$ cat config.mk
export PLATFORM = sky130hd
export DESIGN_NAME = accel_profile_gen
export DESIGN_NICKNAME = d
export VERILOG_FILES = /design/src/rtl/accel_profile_gen.sv
export SDC_FILE = /design/constraint.sdc
export NUM_CORES = 1
export LEC_CHECK = 0
export BUFFER_PORTS_ARGS = -buffer_cell sky130_fd_sc_hd__buf_2
export CORE_AREA = 2 2 215 217
export DETAILED_ROUTE_END_ITERATION = 8
export DIE_AREA = 0 0 217 219
export HOLD_SLACK_MARGIN = 0.05
export PLACE_DENSITY = 0.67
export SYNTH_ARGS = -nofsm -noshare
export SYNTH_HDL_FRONTEND = slang
export SYNTH_SLANG_ARGS = --single-unit
export TNS_END_PERCENT = 1
$ cat constraint.sdc
create_clock -name clk -period 5.75 [get_ports clk]
set_input_delay 0.575 -clock clk [delete_from_list [all_inputs] [get_ports clk]]
set_output_delay 0.575 -clock clk [all_outputs]
set_load 0.005 [all_outputs]
$ cat src/rtl/accel_profile_gen.sv
// Acceleration profile generator: fills a 4-deep FWFT FIFO with a ramp of step periods
// (start -> target -> start). Optional underflow flag under ACCEL_PROFILE_UNDERFLOW_EN.
module accel_profile_gen (
    input  logic        clk,
    input  logic        rst_n,
    input  logic        start,
    input  logic        abort,
    input  logic [31:0] start_period,
    input  logic [31:0] target_period,
    input  logic [15:0] delta,
    input  logic        read,
    output logic [31:0] pul_value,
    output logic        empty,
    output logic        full,
    output logic [15:0] accel_len,
    output logic        len_valid,
    output logic        busy,
    output logic        gen_done,
`ifdef ACCEL_PROFILE_UNDERFLOW_EN
    output logic        underflow,
`endif
    output logic [1:0]  dbg_state_o
);

    typedef enum logic [1:0] {
        S_IDLE  = 2'd0,
        S_ACCEL = 2'd1,
        S_DECEL = 2'd2,
        S_DONE  = 2'd3
    } state_t;

    state_t      state_q, state_d;
    logic [31:0] cur_q, cur_d;
    logic [31:0] sp_q, sp_d;
    logic [31:0] tgt_q, tgt_d;
    logic [15:0] d_q, d_d;
    logic [15:0] cnt_q, cnt_d;
    logic [15:0] alen_q, alen_d;
    logic        lv_q, lv_d;

    logic [31:0] mem_q [4];
    logic [1:0]  rd_ptr_q, wr_ptr_q;
    logic [2:0]  count_q;

    logic        start_ok, gen_ok, push, pop, flush;
    logic [31:0] sp_eff;
    logic [15:0] d_eff;
    logic [32:0] dec33, inc33, tinc33;
    logic [15:0] cnt_inc;

    assign start_ok = start && (state_q == S_IDLE || state_q == S_DONE);
    assign gen_ok   = (state_q == S_ACCEL || state_q == S_DECEL) && (count_q != 3'd4);
    assign sp_eff   = (start_period >= target_period) ? start_period : target_period;
    assign d_eff    = (delta == 16'd0) ? 16'd1 : delta;

    // 33-bit arithmetic so underflow/overflow is visible before clamping
    assign dec33    = {1'b0, cur_q} - {17'd0, d_q};
    assign inc33    = {1'b0, cur_q} + {17'd0, d_q};
    assign tinc33   = {1'b0, tgt_q} + {17'd0, d_q};
    assign cnt_inc  = (cnt_q == 16'hFFFF) ? 16'hFFFF : cnt_q + 16'd1;

    always_comb begin
        state_d = state_q;
        cur_d   = cur_q;
        sp_d    = sp_q;
        tgt_d   = tgt_q;
        d_d     = d_q;
        cnt_d   = cnt_q;
        alen_d  = alen_q;
        lv_d    = lv_q;
        flush   = 1'b0;
        push    = 1'b0;
        if (abort) begin
            state_d = S_IDLE;
            flush   = 1'b1;
            lv_d    = 1'b0;
        end else if (start_ok) begin
            state_d = S_ACCEL;
            sp_d    = sp_eff;
            tgt_d   = target_period;
            d_d     = d_eff;
            cur_d   = sp_eff;
            cnt_d   = 16'd0;
            lv_d    = 1'b0;
            flush   = 1'b1;
        end else if (gen_ok) begin
            push = 1'b1;
            if (state_q == S_ACCEL) begin
                if (cur_q <= tgt_q) begin
                    alen_d = cnt_inc;
                    lv_d   = 1'b1;
                    if (tgt_q < sp_q) begin
                        state_d = S_DECEL;
                        cur_d   = (tinc33 >= {1'b0, sp_q}) ? sp_q : tinc33[31:0];
                    end else begin
                        state_d = S_DONE;
                    end
                end else begin
                    cur_d = (dec33[32] || dec33 < {1'b0, tgt_q}) ? tgt_q : dec33[31:0];
                    cnt_d = cnt_inc;
                end
            end else begin
                if (cur_q >= sp_q) begin
                    state_d = S_DONE;
                end else begin
                    cur_d = (inc33 >= {1'b0, sp_q}) ? sp_q : inc33[31:0];
                end
            end
        end
    end

    always_ff @(posedge clk or negedge rst_n) begin
        if (!rst_n) begin
            state_q <= S_IDLE;
            cur_q   <= 32'd0;
            sp_q    <= 32'd0;
            tgt_q   <= 32'd0;
            d_q     <= 16'd0;
            cnt_q   <= 16'd0;
            alen_q  <= 16'd0;
            lv_q    <= 1'b0;
        end else begin
            state_q <= state_d;
            cur_q   <= cur_d;
            sp_q    <= sp_d;
            tgt_q   <= tgt_d;
            d_q     <= d_d;
            cnt_q   <= cnt_d;
            alen_q  <= alen_d;
            lv_q    <= lv_d;
        end
    end

    assign pop = read && (count_q != 3'd0);

    always_ff @(posedge clk or negedge rst_n) begin
        if (!rst_n) begin
            rd_ptr_q <= 2'd0;
            wr_ptr_q <= 2'd0;
            count_q  <= 3'd0;
            for (int i = 0; i < 4; i++) mem_q[i] <= 32'd0;
        end else if (flush) begin
            rd_ptr_q <= 2'd0;
            wr_ptr_q <= 2'd0;
            count_q  <= 3'd0;
        end else begin
            if (push) begin
                mem_q[wr_ptr_q] <= cur_q;
                wr_ptr_q        <= wr_ptr_q + 2'd1;
            end
            if (pop) rd_ptr_q <= rd_ptr_q + 2'd1;
            count_q <= count_q + {2'd0, push} - {2'd0, pop};
        end
    end

`ifdef ACCEL_PROFILE_UNDERFLOW_EN
    logic uf_q;
    always_ff @(posedge clk or negedge rst_n) begin
        if (!rst_n)                 uf_q <= 1'b0;
        else if (abort || start_ok) uf_q <= 1'b0;
        else if (read && empty)     uf_q <= 1'b1;
    end
    assign underflow = uf_q;
`endif

    assign empty       = (count_q == 3'd0);
    assign full        = (count_q == 3'd4);
    assign pul_value   = empty ? 32'd0 : mem_q[rd_ptr_q];
    assign accel_len   = alen_q;
    assign len_valid   = lv_q;
    assign busy        = (state_q == S_ACCEL) || (state_q == S_DECEL);
    assign gen_done    = (state_q == S_DONE);
    assign dbg_state_o = state_q;

endmodule

== Yosys cells after proc, flatten, opt, wreduce, memory -nomap -nowiden ==
Index checks and enable logic that the tools add are counted.
W data, S select, Z words.
Operators by class
  reduce and logical (&&, ||, !) cells: 26
  equal/unequal tests: 10
  muxes and demuxes: 45
  bitwise operators: 5
  $add $sub $neg: 8
  order comparisons: 10
Operators by type and width (count)
  $mux W32: 14
  $bwmux W128: 1
  $mux W16: 6
  $add A32 B16 Y33: 2
  $ge A33 B32 Y1: 2
  $bmux W32 S2: 1
  $demux W32 S2: 1
  $ge A32 B32 Y1: 2
  $lt A33 B32 Y1: 1
  $sub A32 B16 Y33: 1
  $le A32 B32 Y1: 1
  $lt A32 B32 Y1: 1
  $mux W2: 10
  $add A16 B1 Y16 const B: 1
  $eq A16 B16 Y1 const B: 1
  $logic_not A16 Y1: 1
  $reduce_bool A3 Y1: 4
  $mux W1: 11
  $ne A4 B4 Y1 const B: 2
  $reduce_and A4 Y1: 2
  $reduce_bool A2 Y1: 4
  $ge A3 B3 Y1 const B: 2
  $not A2 Y3: 2
  $reduce_and A3 Y1: 2
  19 further kinds: 29
Storage, ports and cells
  bits of input ports: 85
  word-level logic and storage cells: 119
  bits in registers: 282

== Logic depth before layout (Yosys ltp) ==
  depth in word-level cells: 9
  mapped depth: 22
  gate-level depth less buffers: 20

== Worst setup path after synthesis ==
OpenSTA, ideal clock, no wires.
  path kind: register -> register
  from: register tgt_q[0]
  to: register cur_q[31]
  stages on the path, launching flop included: 19
  setup slack: 0.612 ns
  setup time: 0.129 ns
  data arrival time: 5.008 ns
  data required time: 5.621 ns
  cells stage by stage: dfrtp_1 -> ha_1 -> fa_1 -> a21oi_1 -> nor3b_1 -> or4b_2 -> a21oi_1 -> a211oi_1 -> xnor2_1 -> ha_1 -> and4_1 -> nor4bb_1 -> a221oi_1 -> o31ai_1 -> a31oi_1 -> nand2_1 -> clkbuf_1 -> o21ba_2 -> o41a_1
On the way
  longest elaborated chain between the ends: 8
  elaborated cells on any way between the ends: 15
  classes of those cells: 1 x add/sub; 4 x order compare; 1 x eq/ne; 7 x mux; 2 x reduce/logical
Ends and longest elaborated chain
  from (decl): RTL line 35  | logic [31:0] tgt_q, tgt_d;
  from (signal assigned): RTL line 126  | tgt_q <= tgt_d;
  $add A32 B16 Y33: RTL line 59  | assign tinc33 = {1'b0, tgt_q} + {17'd0, d_q};
  $ge A33 B32 Y1: RTL line 94  | cur_d = (tinc33 >= {1'b0, sp_q}) ? sp_q : tinc33[31:0];
  $mux W32: RTL line 94
  $mux W32: RTL line 92  | if (tgt_q < sp_q) begin
  $mux W32: RTL line 89  | if (cur_q <= tgt_q) begin
  $mux W32: RTL line 88  | if (state_q == S_ACCEL) begin
  $mux W32: RTL line 86  | end else if (gen_ok) begin
  $mux W32: RTL line 77  | end else if (start_ok) begin
  to (signal assigned): RTL line 124  | cur_q <= cur_d;
  to (decl): RTL line 33  | logic [31:0] cur_q, cur_d;
Several ways; a longest one is shown, not always the timed one. The select of a mux whose other input is x is not followed.
A chain may end at the register's enable or synchronous reset.

== Final worst setup path ==
  from: register tgt_q[0]
  to: register cur_q[11]
Same word-level chain as after synthesis.

==> results.md <==
* Status: finished, final reports clean
* Yosys reg bits at 282
* Vias/cell at 6.30
* Row count at 78
* DIE WIDTH at 217 microns
* Asr flop ratio synth at 100%
* Vias at 20189
* Critical path peak fanout at 18
* Largest family of logic cells by synthesized area: compound AO/OA/AOI/OAI gates
* Unrepaired setup endpoints after global routing: yes
* Vias in the first global route at 19834
* R2R cell count at 20
* Reg-to-reg slack, setup at 0.20 ns
* Mapped Cells at 2420
* GRT met1 Usage at 44.9%
* Worst slew pin tran at 1.19 ns
* Initial antenna violation count at 2
* Synth Area in Compound Gates at 18.0%
* Yosys top cell by area: dfrtp_1
* Final core utilization at 56.8%
* Final WS setup at 0.198 ns
* Post-synth EDFFs at 0
* Share of layout cells above drive strength 1 at 19.9%
* Initial core utilization at 49.8%
* Met3 usage at 7.80%
* Buffers on Ports at 139
* Fmax at 180 MHz
* CP startpoint kind: flip-flop
* Skew-Pair Late Insertion Delay at 0.57 ns
* Main synth FF type: dfrtp_1
* Longest Clk Path Bufs at 3
* Largest stage delay on the critical path at 0.68 ns
* Layout Skew at 0.0210 ns
* H-tree depth at 2
* CTS tree: done
* # IOs at 140
* Drt initial violations at 2150
* Slew Limit Headroom at 20.6%
* Worst path slowest cell: or4b_2
* Largest net degree at the start of global routing at 124
* Worst EP arrival at 6.00 ns
* Pre-CTS setup slack at 0.167 ns
* Share of the synthesized area in the top cell type at 31.4%
* Post-synthesis sequential area ratio at 31.4%
* Max Slew Vio Count at 0
* Die area at 0.0475 sq mm
* Routability cong. at 1.01
* Type of the worst setup path: reg -> reg
* Reg2Reg Launch Point: tgt_q[0]$_DFFE_PN0P_
* Clk slew on worst S/H paths at 0.06 ns
* Grt peak-use layer: met2
* CTS Hold Bufs at 0
* Critical path capture point type: flip-flop
* Syn_nets at 2788
* Crit-path cells: ha_1 > fa_1 > a21oi_1 > nor3b_1 > or4b_2 > a21oi_1 > buf_4 > a211oi_1 > xnor2_1 > ha_1 > and4_1 > nor4bb_2 > a221oi_1 > o31ai_1 > a31o_2 > nor2_2 > buf_12 > mux2_2 > o211a_1 > o22a_1
* XOR/XNOR Fraction of Synth Area at 3.94%
* First-pass GRT wire length at 121000 microns
* Syn avg cell area at 9.28 sq um
* # setup viols final at 0
* DIE HEIGHT at 219 microns
* Detail Route Antenna Nets at 0
* Syn Std Cell Area at 0.0225 sq mm
* Nets at 2945
* Worst hold path class: in -> async
* Met2 Resource Use GR at 52.8%
* Final Hold Viols at 0
* Commonest non-fill, non-tap cells in the layout: dfrtp_1, ha_1, nand2_1, a21oi_1, o21ai_0
* Synth warnings at 0
* Average wire per standard cell at 25.1 microns
* Final period util at 96.6%
* Fin crit period at 5.55 ns
* CTS root buffer: clkbuf_16
* Simple-gate portion of the synthesized area at 13.4%
* Post-synth cell types at 85
* Commonest non-fill, non-tap cell in the layout: dfrtp_1
* GRT Residual Overflow at 0
* Clock sinks at 282
* 1st-pass router iterations at 6
* Synth area leaders: dfrtp_1, ha_1, mux2_2, a21oi_1, o21ai_0
* Critical path required time at 6.19 ns
* Synth-to-layout area growth at 14.1%
* TritonCTS buffer count at 35
* FF-to-FF End: cur_q[11]$_DFFE_PN0P_
* Mux contribution to synthesized area at 12.6%
* Post-Route WL at 80300 microns
* Hpwl dp at 61500 microns
* Core area at 0.0451 sq mm
* Max-Cap Viols at 0
* Total track usage at 33.8%
* Adder-Cell Fraction of Synth Area at 15.9%
* DRC Markers at 0
## sequential cells by signal (all words and copies together), names as in the netlist
register and cells:
d_q 16, sp_q 32, tgt_q 32, accel_len 16
count_q 3, cur_q 32, mem_q 128, dbg_state_o 2
wr_ptr_q 2, rd_ptr_q 2, len_valid 1, cnt_q 16
## repair_timing
action | in CTS | in global routing
resized for setup | 0 | 4
setup endpoints to repair | 0 | 17
buffers inserted | 0 | 1
## final cells by class
class | count | area [sq um]
antenna | 2 | 5.00
clock buffer | 47 | 1010
clock inverter | 16 | 226
fill | 4048 | 19500
inverter | 158 | 593
multi-input combinational | 1862 | 14400
sequential | 282 | 7060
tap | 600 | 751
timing repair buffer | 238 | 1560
## worst max path at each step
stage	start	endpoint
4_1_cts	cur_q[13]$_DFFE_PN0P_	cur_q[25]$_DFFE_PN0P_
3_3_place_gp	d_q[11]$_DFFE_PN0P_	cur_q[25]$_DFFE_PN0P_
2_1_floorplan	tgt_q[0]$_DFFE_PN0P_	cur_q[31]$_DFFE_PN0P_
3_5_place_dp	d_q[11]$_DFFE_PN0P_	cur_q[25]$_DFFE_PN0P_
5_1_grt	tgt_q[0]$_DFFE_PN0P_	cur_q[11]$_DFFE_PN0P_
6_report	tgt_q[0]$_DFFE_PN0P_	cur_q[11]$_DFFE_PN0P_
## layer usage
metal  share of wire (%)  vias up  wire length, microns
met5                   0        -                     0
li1                    -     9193                     -
met4                 4.8        0                  3880
met2                  44      970                 35400
met1                  42     9813                 33900
met3                 8.9      213                  7130
## synth_stat cells, types with 18 or more instances
master,n
buf_1,19
clkbuf_1,87
nand4_1,37
o21ai_0,176
xor2_1,25
a31oi_1,45
nand3_1,53
and3_1,18
mux2_2,143
nor3_1,31
dfrtp_1,282
inv_1,157
nor2b_1,46
mux2i_1,46
mux4_2,32
a211oi_1,31
a21oi_1,181
nor4_1,19
a21o_1,31
nor2_1,129
ha_1,279
nand2_1,196
o22a_1,19
xnor2_1,76
nand2b_1,18
o211ai_1,22
## per-stage QoR
step	instances	TNS [ns]	area, sq um	hold WS (ns)
final	3205	0	25600	0.0668
after global routing	3204	-0.0435	25600	0.129
after CTS	3202	0	25600	0.104
after detailed placement	3139	0	24300	0.466
after global placement	3139	0	24300	0.460
after floorplan	2420	0	22500	0.279
## worst max-delay path, delay by kind of cell (launching register included)
family,cells,cell delay [ns]
AO/OA/AOI/OAI,8,1.60
AND/OR/NAND/NOR,5,1.35
buffers and inverters,2,0.41
multiplexers,1,0.34
adder cells (fa/ha/maj),3,0.98
XOR/XNOR,1,0.29
flip-flops,1,0.45
## kinds of logic after synthesis
group,after synthesis
xor+xnor,101
simple gates,614
fa+ha+maj,283
flops,282
compound gates,641
mux,223
buf+inv,276
Power is left out: the tool's default activity adds up to more than one toggle a clock period on the data nets, which glitch-free logic cannot reach.
